## config.mk

```make
export PLATFORM = sky130hd
export DESIGN_NAME = ps2_rx_frame_flat
export DESIGN_NICKNAME = d
export VERILOG_FILES = /design/src/rtl/ps2_rx_frame_pkg.sv /design/src/rtl/ps2_rx_frame_if.sv /design/src/rtl/ps2_line_filter.sv /design/src/rtl/ps2_rx_frame.sv /design/src/flat_wrapper.sv
export SDC_FILE = /design/constraint.sdc
export NUM_CORES = 1
export LEC_CHECK = 0
export ABC_AREA = 1
export BUFFER_PORTS_ARGS = -buffer_cell sky130_fd_sc_hd__buf_2
export CAP_MARGIN = 25
export CORE_MARGIN = 3
export CORE_UTILIZATION = 46
export CTS_CLUSTER_SIZE = 24
export DETAILED_ROUTE_END_ITERATION = 6
export HOLD_SLACK_MARGIN = 0.05
export REMOVE_ABC_BUFFERS = 1
export SLEW_MARGIN = 15
export SYNTH_ARGS = -nofsm -noshare
export SYNTH_HDL_FRONTEND = slang
export SYNTH_SLANG_ARGS = --single-unit
```

## constraint.sdc

```tcl
create_clock -name clk -period 2.1 [get_ports clk]
set_input_delay 0.315 -clock clk [delete_from_list [all_inputs] [get_ports clk]]
set_output_delay 0.315 -clock clk [all_outputs]
set_load 0.01 [all_outputs]
```

## src/rtl/ps2_rx_frame_pkg.sv

```systemverilog
// rtl/ps2_rx_frame_pkg.sv - shared types and constants for the PS/2 frame receiver
package ps2_rx_frame_pkg;

  localparam int FRAME_DATA_BITS = 8;

  typedef enum logic [1:0] {
    IDLE,
    DATA,
    PARITY,
    STOP
  } ps2_state_e;

endpackage

```

## src/rtl/ps2_rx_frame_if.sv

```systemverilog
// rtl/ps2_rx_frame_if.sv - received-byte handshake: data with valid or error pulse
interface ps2_rx_frame_if;
  import ps2_rx_frame_pkg::*;

  logic [FRAME_DATA_BITS-1:0] data;
  logic                       valid;
  logic                       error;

  modport master (output data, output valid, output error);
  modport slave  (input  data, input  valid, input  error);

endinterface

```

## src/rtl/ps2_line_filter.sv

```systemverilog
// rtl/ps2_line_filter.sv - 2-FF synchroniser, run-length hysteresis filter and falling-edge strobe
module ps2_line_filter #(
  parameter int FILTER_LEN = 8
) (
  input  logic clk,
  input  logic reset,
  input  logic line_in,
  output logic fall_strobe
);

  localparam int CW = (FILTER_LEN > 2) ? $clog2(FILTER_LEN) : 1;
  localparam logic [CW-1:0] RUN_LAST = CW'(FILTER_LEN - 1);

  logic          sync1;
  logic          sync2;
  logic          line_filt;
  logic [CW-1:0] run_cnt;

  // Everything presets high so leaving reset on an idle line never looks like an edge.
  always_ff @(posedge clk) begin
    if (reset) begin
      sync1       <= 1'b1;
      sync2       <= 1'b1;
      line_filt   <= 1'b1;
      run_cnt     <= '0;
      fall_strobe <= 1'b0;
    end else begin
      sync1       <= line_in;
      sync2       <= sync1;
      fall_strobe <= 1'b0;
      if (sync2 == line_filt) begin
        run_cnt <= '0;
      end else if (run_cnt == RUN_LAST) begin
        line_filt   <= sync2;
        run_cnt     <= '0;
        fall_strobe <= ~sync2;
      end else begin
        run_cnt <= run_cnt + 1'b1;
      end
    end
  end

endmodule

```

## src/rtl/ps2_rx_frame.sv

```systemverilog
// rtl/ps2_rx_frame.sv - PS/2 device-to-host frame receiver emitting one byte per 11-bit frame
module ps2_rx_frame
  import ps2_rx_frame_pkg::*;
#(
  parameter int FILTER_LEN = 8,
  parameter int TIMEOUT    = 54000
) (
  input  logic            clk,
  input  logic            reset,
  input  logic            ps2_clk,
  input  logic            ps2_data,
  ps2_rx_frame_if.master  rx
);

  localparam int TW = $clog2(TIMEOUT);
  localparam int BW = $clog2(FRAME_DATA_BITS);
  localparam logic [TW-1:0] TO_LAST  = TW'(TIMEOUT - 1);
  localparam logic [BW-1:0] BIT_LAST = BW'(FRAME_DATA_BITS - 1);

  logic                       strobe;
  logic                       data_sync1, data_sync2;
  ps2_state_e                 state, state_n;
  logic [BW-1:0]              bit_cnt, bit_cnt_n;
  logic [FRAME_DATA_BITS-1:0] sr, sr_n;
  logic                       parity_ok, parity_ok_n;
  logic [TW-1:0]              to_cnt, to_cnt_n;
  logic [FRAME_DATA_BITS-1:0] data_q, data_n;
  logic                       valid_q, valid_n;
  logic                       error_q, error_n;
  logic                       timeout_hit;

  ps2_line_filter #(.FILTER_LEN(FILTER_LEN)) u_clk_filter (
    .clk         (clk),
    .reset       (reset),
    .line_in     (ps2_clk),
    .fall_strobe (strobe)
  );

  always_ff @(posedge clk) begin
    if (reset) begin
      data_sync1 <= 1'b1;
      data_sync2 <= 1'b1;
      state      <= IDLE;
      bit_cnt    <= '0;
      sr         <= '0;
      parity_ok  <= 1'b0;
      to_cnt     <= '0;
      data_q     <= '0;
      valid_q    <= 1'b0;
      error_q    <= 1'b0;
    end else begin
      data_sync1 <= ps2_data;
      data_sync2 <= data_sync1;
      state      <= state_n;
      bit_cnt    <= bit_cnt_n;
      sr         <= sr_n;
      parity_ok  <= parity_ok_n;
      to_cnt     <= to_cnt_n;
      data_q     <= data_n;
      valid_q    <= valid_n;
      error_q    <= error_n;
    end
  end

  assign timeout_hit = (state != IDLE) && (to_cnt == TO_LAST);

  // A timeout takes priority over a strobe landing in the same cycle.
  always_comb begin
    state_n     = state;
    bit_cnt_n   = bit_cnt;
    sr_n        = sr;
    parity_ok_n = parity_ok;
    data_n      = data_q;
    valid_n     = 1'b0;
    error_n     = 1'b0;
    to_cnt_n    = to_cnt;

    if (state == IDLE || strobe) begin
      to_cnt_n = '0;
    end else if (to_cnt != {TW{1'b1}}) begin
      to_cnt_n = to_cnt + 1'b1;
    end

    if (timeout_hit) begin
      error_n  = 1'b1;
      state_n  = IDLE;
      to_cnt_n = '0;
    end else if (strobe) begin
      unique case (state)
        IDLE: begin
          if (!data_sync2) begin
            state_n   = DATA;
            bit_cnt_n = '0;
          end
        end
        DATA: begin
          sr_n      = {data_sync2, sr[FRAME_DATA_BITS-1:1]};
          bit_cnt_n = bit_cnt + 1'b1;
          if (bit_cnt == BIT_LAST) state_n = PARITY;
        end
        PARITY: begin
          parity_ok_n = ^{sr, data_sync2};
          state_n     = STOP;
        end
        STOP: begin
          if (data_sync2 && parity_ok) begin
            data_n  = sr;
            valid_n = 1'b1;
          end else begin
            error_n = 1'b1;
          end
          state_n = IDLE;
        end
        default: state_n = IDLE;
      endcase
    end
  end

  assign rx.data  = data_q;
  assign rx.valid = valid_q;
  assign rx.error = error_q;

endmodule
```

## src/flat_wrapper.sv

```systemverilog
// flat-port wrapper written by rule: the top's interface ports become plain ports
module ps2_rx_frame_flat import ps2_rx_frame_pkg::*;
#(
  parameter int FILTER_LEN = 8,
  parameter int TIMEOUT    = 54000
)
  (clk, reset, ps2_clk, ps2_data, rx_data, rx_valid, rx_error);
  ps2_rx_frame_if rx_i ();
  input  logic clk;
  input  logic reset;
  input  logic ps2_clk;
  input  logic ps2_data;
  output wire logic [$bits(rx_i.data)-1:0] rx_data;
  output wire logic [$bits(rx_i.valid)-1:0] rx_valid;
  output wire logic [$bits(rx_i.error)-1:0] rx_error;
  assign rx_data = rx_i.data;
  assign rx_valid = rx_i.valid;
  assign rx_error = rx_i.error;
  ps2_rx_frame #(.FILTER_LEN(FILTER_LEN), .TIMEOUT(TIMEOUT)) u_core (.clk(clk), .reset(reset), .ps2_clk(ps2_clk), .ps2_data(ps2_data), .rx(rx_i));
endmodule
```

# After elaboration in Yosys (flattened, before gate mapping)
# Cells that the tools add are included.
[op_classes]
addsub = 3
n_eq_ne = 10
mux = 10
bitwise_logic = 6
reduce_logical = 18
[op_table]
columns = ["op", "n"]
rows = [
  ["$add 16x1->16 const B", 1],
  ["$eq 16x16->1 const B", 1],
  ["$ne 16x16->1 const B", 1],
  ["$reduce_and 3->1", 3],
  ["$reduce_or 3->1", 3],
  ["$reduce_xor 9->1", 1],
  ["$pmux 2 s4", 1],
  ["$reduce_and 4->1", 2],
  ["$add 3x1->3 const B", 2],
  ["$eq 3x3->1 const B", 2],
  ["$not 1->1", 6],
  ["$pmux 3 s2", 1],
  ["$mux 1", 5],
  ["$eq 2x2->1 const B", 2],
  ["$mux 2", 2],
  ["$reduce_bool 2->1", 2],
  ["$reduce_or 4->1", 1],
  ["$mux 3", 1],
  ["$eq 2x1->1 const B", 1],
  ["$logic_and 1x1->1", 2],
  ["$logic_not 2->1", 1],
  ["$ne 2x1->1 const B", 1],
  ["$ne 2x2->1 const B", 1],
  ["$reduce_and 2->1", 1],
  ["3 further kinds", 3],
]
[word_totals]
register_bits = 49
out_inout_bits = 10
word_cells = 62

# Depth between registers and ports, before layout
# Gate-level depths: netlist of the first run.
[logic_depth]
word_depth = 5
mapped_depth = 12
mapped_depth_nobuf = 12

# Modules after synthesis
# Synthesis of the first run repeated with hierarchy kept, for this count alone.
[unflattened]
hier_cells = 329
hier_area_um2 = 2412.3
[by_module_without_submodules]
columns = ["module", "instances", "cells_each", "area_each_um2"]
rows = [
  ["ps2_rx_frame", 1, 301, 2157.1],
  ["ps2_line_filter", 1, 28, 255.2],
]

# Least setup slack after synthesis of the first run
# OpenSTA, ideal clock, no wires.
[synth_path]
path_type = "register to register"
start = "reg u_core.state[0]"
end = "reg u_core.data_q[6], in the netlist u_core.rx.data[6]"
setup_ns = 0.120
arrival_ns = 1.435
required_ns = 1.980
slack_ns = 0.545
path_stages_with_launch = 12
path_buffers = 1
synth_period_minus_slack_ns = 1.555
cell_sequence = "dfxtp_1 > inv_1 > ha_1 > nor2_1 > nand2_1 > nor2_4 > nand3_4 > nand2_2 > inv_2 > buf_6 > o21ai_1 > a21oi_1"
[synth_via]
elab_chain_len = 4
[synth_lines]
columns = ["element", "line", "source"]
rows = [
  ["start, declared", "ps2_rx_frame.sv:22", "ps2_state_e state, state_n;"],
  ["start signal, assigned", "ps2_rx_frame.sv:54", "state <= state_n;"],
  ["$reduce_bool 2->1", "ps2_rx_frame.sv:65", "assign timeout_hit = (state != IDLE) && (to_cnt == TO_LAST);"],
  ["$logic_and 1x1->1", "ps2_rx_frame.sv:65", ""],
  ["$not 1->1 (no line)", "-", ""],
  ["$reduce_and 4->1 (no line) *", "-", ""],
  ["end signal, assigned", "ps2_rx_frame.sv:59", "data_q <= data_n;"],
  ["end, declared", "ps2_rx_frame.sv:27", "logic [FRAME_DATA_BITS-1:0] data_q, data_n;"],
]
# Every way passes the cells marked *; elsewhere a longest branch is shown, timed or not.
# A chain may end at the register's enable or synchronous reset.

# Worst setup path after layout of the first run
[layout_path]
start = "reg u_core.state[0]"
end = "reg u_core.to_cnt[10]"
[layout_via]
elab_chain_len = 3
[layout_lines]
columns = ["element", "line", "source"]
rows = [
  ["$logic_not 2->1 / $reduce_bool 2->1 (equally long branches)", "ps2_rx_frame.sv:78, ps2_rx_frame.sv:65", ""],
  ["$logic_or 1x1->1 / $logic_and 1x1->1 (equally long branches)", "ps2_rx_frame.sv:78, ps2_rx_frame.sv:65", ""],
  ["$reduce_or 3->1 (no line) *", "-", ""],
  ["end signal, assigned", "ps2_rx_frame.sv:58", "to_cnt <= to_cnt_n;"],
  ["end, declared", "ps2_rx_frame.sv:26", "logic [TW-1:0] to_cnt, to_cnt_n;"],
]
# Marked as above.

==> flow_metrics.tcl, run 1 <==
set metrics [dict create \
    status "completed" \
    slowest_delay_ps 390 \
    skew_ps 4.91 \
    drtIter0Drc 50 \
    clock_path_buffers 2 \
    seqPwrFrac 0.571 \
    report.final.slew_viol_count 0 \
    ys_types 33 \
    die_x_um 77.8 \
    syn_area_per_cell_sq_um 7.64 \
    fill_cells 489 \
    grt_pass1_vias 1736 \
    synth-seq-area-share 0.414 \
    crit_slowest_cell "dfxtp_1" \
    wl_per_cell_um 10.3 \
    yosysMostFrequentCell "nand2_1" \
    max_freq_ghz 0.589 \
    hold_violations 0 \
    slew_headroom 0.779 \
    rsz0062_at_grt "false" \
    htree_num_levels 2 \
    num_antenna_cells 0 \
    timing.critical_path.mode_cell "nor2_1" \
    critPathKind "reg -> reg" \
    cts-root-buf "clkbuf_8" \
    worst_pin_slew_ps 329 \
    syn_inst 310 \
    vias 1855 \
    io_buffers 13 \
    viasPerCell 4.71 \
    ff_latch_area_sq_um 981 \
    hpwl_um 2960 \
    worstPathCellList "inv_1 -> ha_1 -> nor2_1 -> nand2_1 -> nor2_4 -> nand3_4 -> nand2_2 -> inv_2 -> nand3_2 -> buf_4 -> nor2_1" \
    syn2layout_area_growth_pct 9.82 \
    peakVddDrop_uv 401 \
    synthArstFlopShare 0 \
    dieHeight_um 77.8 \
    p_comb_frac 0.017 \
    synthFlopType "dfxtp_1" \
    place.gp.congestion 0.808 \
    worst_setup_path_end_kind "flip-flop" \
    setup_tns_ps 0 \
    fin_hold_ws_ps 192 \
    fin_ws_ps 402 \
    nets 339 \
    pwr-share-clk 0.413 \
    clk_latency_ps 300 \
    grt_overflow 0 \
    dr.pass1.iters 4 \
    die-area_sq_um 6050 \
    grtUsageTotal 0.153 \
    period_share 0.809 \
    antenna_found_initial 0 \
    swShare 0.207 \
    hold_buffers 0 \
    drive_above_1_share 0.159 \
    ant_nets 0 \
    synth.area.top_cells "dfxtp_1 (41%), nand2_1 (11%), inv_1 (5.9%)" \
    clk_pin_slew_ps 90 \
    fp-row-count 25 \
    ios 14 \
    required_ps 2300 \
    cts_tree "built" \
    start_util 0.489 \
    multi_input_area_sq_um 1190 \
    synth_top_area_frac 0.414 \
    ys_ff_latch 49 \
    r2r-start "u_core.state[0]" \
    hp-class "in -> reg" \
    startpoint "u_core.state[0]" \
    fin_crit_ps 1700 \
    p_leak_uw 0.00112 \
    core-area_sq_um 4850 \
    cts_resized 0 \
    post-cts-setup-buffer-count 0 \
    start_kind "flip-flop" \
    drcViolationCount 0 \
    hp-start "ps2_data" \
    finalPower_uw 1640 \
    p_per_area_nw_per_um2 630 \
    cts_inserted_buffers 5 \
    path_max_fanout 12 \
    cap_violations 0 \
    arrival_ps 1900 \
    yosysTopAreaCell "dfxtp_1" \
    ys_top_cells_by_count "nand2_1 (68), dfxtp_1 (49), inv_1 (37)" \
    cts_sinks 49 \
    grt_max_degree 21 \
    yosysWarnings 0 \
    fin_util 0.537 \
    setup_viol 0 \
    grt_pass1_wl_um 7380 \
    synth_area_sq_um 2370 \
    net-switching-power_uw 339 \
    place_ws_ps 398 \
    power.internal_uw 1300 \
    synth_edf_count 0 \
    wirelength_um 4060 \
]
==> layout by cell type, fill, tap and decap left out, types with 2 or more instances in the layout <==
cell type	instances
o21ai_0	17
xnor2_1	5
or2_2	4
ha_1	9
buf_4	2
nand2_2	4
nand2_1	68
clkbuf_8	5
nor2_1	30
nor3_1	3
nor2_2	2
inv_1	37
inv_2	3
buf_2	13
nand3_1	18
nand3_2	3
nor2_4	3
o21ai_1	4
xor2_1	4
dfxtp_1	49
a21oi_2	3
a21oi_1	25
nand3_4	3
==> per-stage QoR <==
| step | cells | area, sq um |
|---|---|---|
| floorplan | 304 | 2320 |
| CTS | 394 | 2600 |
| detailed placement | 386 | 2490 |
| finish | 394 | 2600 |
| global placement | 386 | 2490 |
| global route | 394 | 2600 |
==> state kept, by name, summed over array words and instances, names as in the netlist <==
name                             count
u_core.rx.valid                      1
u_core.u_clk_filter.run_cnt          3
u_core.state                         2
u_core.u_clk_filter.line_filt        1
u_core.rx.data                       8
u_core.u_clk_filter.sync1            1
u_core.u_clk_filter.sync2            1
u_core.u_clk_filter.fall_strobe      1
u_core.data_sync1                    1
u_core.bit_cnt                       3
u_core.sr                            8
u_core.to_cnt                       16
u_core.data_sync2                    1
u_core.rx.error                      1
u_core.parity_ok                     1
==> critical path, delay by kind of cell (launching register included) <==
| kind | cells | cell delay, ps |
|---|---|---|
| DFF | 1 | 390 |
| adders and majority gates | 1 | 240 |
| buffers and inverters | 3 | 310 |
| and+or+nand+nor | 7 | 650 |
==> logic make-up (layout without fill, tap and decap cells) <==
kind of cell             Yosys count  count (layout)  synth area share
buffers and inverters             46              63            0.0829
AO/OA/AOI/OAI                     52              52             0.118
AND/OR/NAND/NOR                  145             145             0.305
flip-flops                        49              49             0.414
adder cells (fa/ha/maj)            9               9            0.0475
XOR/XNOR                           9               9            0.0333
==> final cells by class <==
cell class              instances  area share
clock inverters                 3      0.0178
well taps                      67      0.0322
clock buffers                   5      0.0264
inverters                      40      0.0577
flip-flops and latches         49       0.377
multi-input cells             215       0.458
repair buffers                 15      0.0308
==> power groups by stage <==
| stage | Combinational, uW | Clock (uW) | Sequential [uW] |
|---|---|---|---|
| finish | 27.3 | 676 | 935 |
| global route | 31.8 | 753 | 936 |
| CTS | 27.9 | 706 | 935 |
| detailed placement | 27.9 | 0 | 957 |
| global placement | 27.4 | 0 | 957 |
| floorplan | 17.2 | 0 | 956 |
==> path summary, 6_finish.rpt <==
kind / slack (ps) / cells past startpoint / endpoint
worst min-delay path: 190 / 2 / u_core.data_sync1
worst max register to register: 400 / 11 / u_core.to_cnt[10]
worst min register to register: 410 / 1 / u_core.data_sync2
worst max-delay path: 400 / 11 / u_core.to_cnt[10]
==> layer usage <==
layer / track usage / up-vias / routed length, um
met2: 0.259 / 13 / 1940
li1: - / 1020 / -
met3: 0.0348 / 4 / 102
met1: 0.178 / 818 / 1970
met5: 0 / - / 0
met4: 0.0819 / 0 / 58
Power figures use the tool's default switching activity.
==> run 2, diff against run 1 <==
- PLACE_DENSITY: unset -> 0.65
- clock period: 2.1 -> 1.4 ns (I/O delays scaled with it)
==> flow_metrics.tcl, run 2 (synthesis gave the netlist of run 1 again) <==
set metrics [dict create \
    status "complete, but fails checks" \
    violations "negative setup slack" \
    hp-class "in -> reg" \
    hold_violations 0 \
    wirelength_um 4830 \
    p_leak_uw 0.00130 \
    antenna_found_initial 0 \
    peakVddDrop_uv 584 \
    cts_inserted_buffers 5 \
    syn2layout_area_growth_pct 26.2 \
    nets 373 \
    grtUsageTotal 0.175 \
    arrival_ps 1730 \
    setup_viol 37 \
    die_x_um 77.8 \
    hp-start "ps2_data" \
    dr.pass1.iters 4 \
    finalPower_uw 2460 \
    start_util 0.489 \
    io_buffers 13 \
    cts-root-buf "clkbuf_8" \
    hold_path_depth 2 \
    worst_setup_path_end_kind "flip-flop" \
    fill_cells 446 \
    ios 14 \
    core-area_sq_um 4850 \
    seqPwrFrac 0.570 \
    ff_latch_area_sq_um 986 \
    drcViolationCount 0 \
    rsz0062_at_grt "true" \
    grt_max_degree 20 \
    path_max_fanout 4 \
    placed_area_sq_um 2710 \
    slew_headroom 0.831 \
    place_ws_ps -165 \
    hold_buffers 0 \
    worstPathCellList "inv_2 -> ha_4 -> buf_4 -> a21oi_1 -> o21a_1 -> nand2_1 -> inv_2 -> nand3_1 -> a21oi_1" \
    drtIter0Drc 70 \
    max_freq_ghz 0.671 \
    clock_path_buffers 2 \
    net-switching-power_uw 505 \
    slowest_delay_ps 350 \
    final_cell_mix "nand2_1 (67), dfxtp_1 (45), buf_4 (34)" \
    dieHeight_um 77.8 \
    hpwl_um 3390 \
    worstRegToRegCells 9 \
    report.final.slew_viol_count 0 \
    drive_above_1_share 0.305 \
    htree_num_levels 2 \
    mostFrequentLayoutCell "nand2_1" \
    final_cell_area_sq_um 2990 \
    regMostFlops "u_core.to_cnt" \
    num_antenna_cells 0 \
    fin_ws_ps -90.6 \
    place.gp.congestion 0.808 \
    power.internal_uw 1950 \
    swShare 0.205 \
    p_per_area_nw_per_um2 822 \
    viasPerCell 4.80 \
    p_comb_frac 0.021 \
    largest_reg_flops 16 \
    required_ps 1640 \
    ant_nets 0 \
    start_kind "flip-flop" \
    skew_ps 7.74 \
    cts_tree "built" \
    startpoint "u_core.state[0]" \
    crit_slowest_cell "dfxtp_2" \
    cts_sinks 49 \
    r2r-start "u_core.state[0]" \
    cap_violations 0 \
    worst_pin_slew_ps 253 \
    grt_pass1_wl_um 8600 \
    die-area_sq_um 6050 \
    clk_latency_ps 300 \
    wl_per_cell_um 11.3 \
    fp-row-count 25 \
    fin_crit_ps 1490 \
    multi_input_area_sq_um 1300 \
    critPathKind "reg -> reg" \
    pwr-share-clk 0.409 \
    clk_pin_slew_ps 90 \
    period_share 1.06 \
    grt_overflow 0 \
    vias 2055 \
    grt_pass1_vias 2070 \
]
## run 2: path summary, 6_finish.rpt
kind,to,slack (ps)
max,u_core.bit_cnt[2],-90
min,u_core.data_sync1,80
max reg2reg,u_core.bit_cnt[2],-90
min reg2reg,u_core.data_sync2,420
## run 2: metrics by stage
| step | hold slack [ps] | utilization | TNS [ps] | cells |
|---|---|---|---|---|
| floorplan | 279 | - | -3190 | 304 |
| global placement | 392 | 0.559 | -2110 | 414 |
| detailed placement | 394 | 0.559 | -4240 | 414 |
| CTS | 73.4 | 0.605 | -1860 | 427 |
| global route | 77.8 | 0.617 | -6050 | 428 |
| finish | 83.3 | 0.617 | -1780 | 428 |
## run 2: power by group through the flow
stage / clock [uW] / sequential, uW / combinational, uW
3_3_place_gp: 0 / 1430 / 43.0
4_1_cts: 1040 / 1400 / 50.4
2_1_floorplan: 0 / 1430 / 25.8
5_1_grt: 1090 / 1400 / 58.1
6_report: 1010 / 1400 / 51.2
3_5_place_dp: 0 / 1430 / 43.6
## run 2: final cells by class
type	instances	share of cell area
multi-input cells	215	0.435
flip-flops and latches	49	0.330
repair buffers	48	0.114
inverters	40	0.0527
well taps	67	0.0280
clock buffers	5	0.0230
clock inverters	3	0.0155
repair inverters	1	0.00209
## run 2: what timing repair did
action,in CTS,in global routing
setup endpoints to repair,38,39
endpoints found under the hold margin,0,0
resized for setup,38,11
pin swaps,4,3
buffers inserted,4,1
cloned,1,0
## run 2: layer usage
layer  GRT usage  wire (um)
met5           0          0
met4      0.0801        111
met3      0.0336        120
met2       0.320       2420
met1       0.194       2180
## run 2: critical path, delay by kind of cell (launching register included)
kind	cells	cell delay (ps)
flip-flops	1	350
adder cells (fa/ha/maj)	1	150
AO/OA/AOI/OAI	3	470
buffers and inverters	3	280
AND/OR/NAND/NOR	2	180
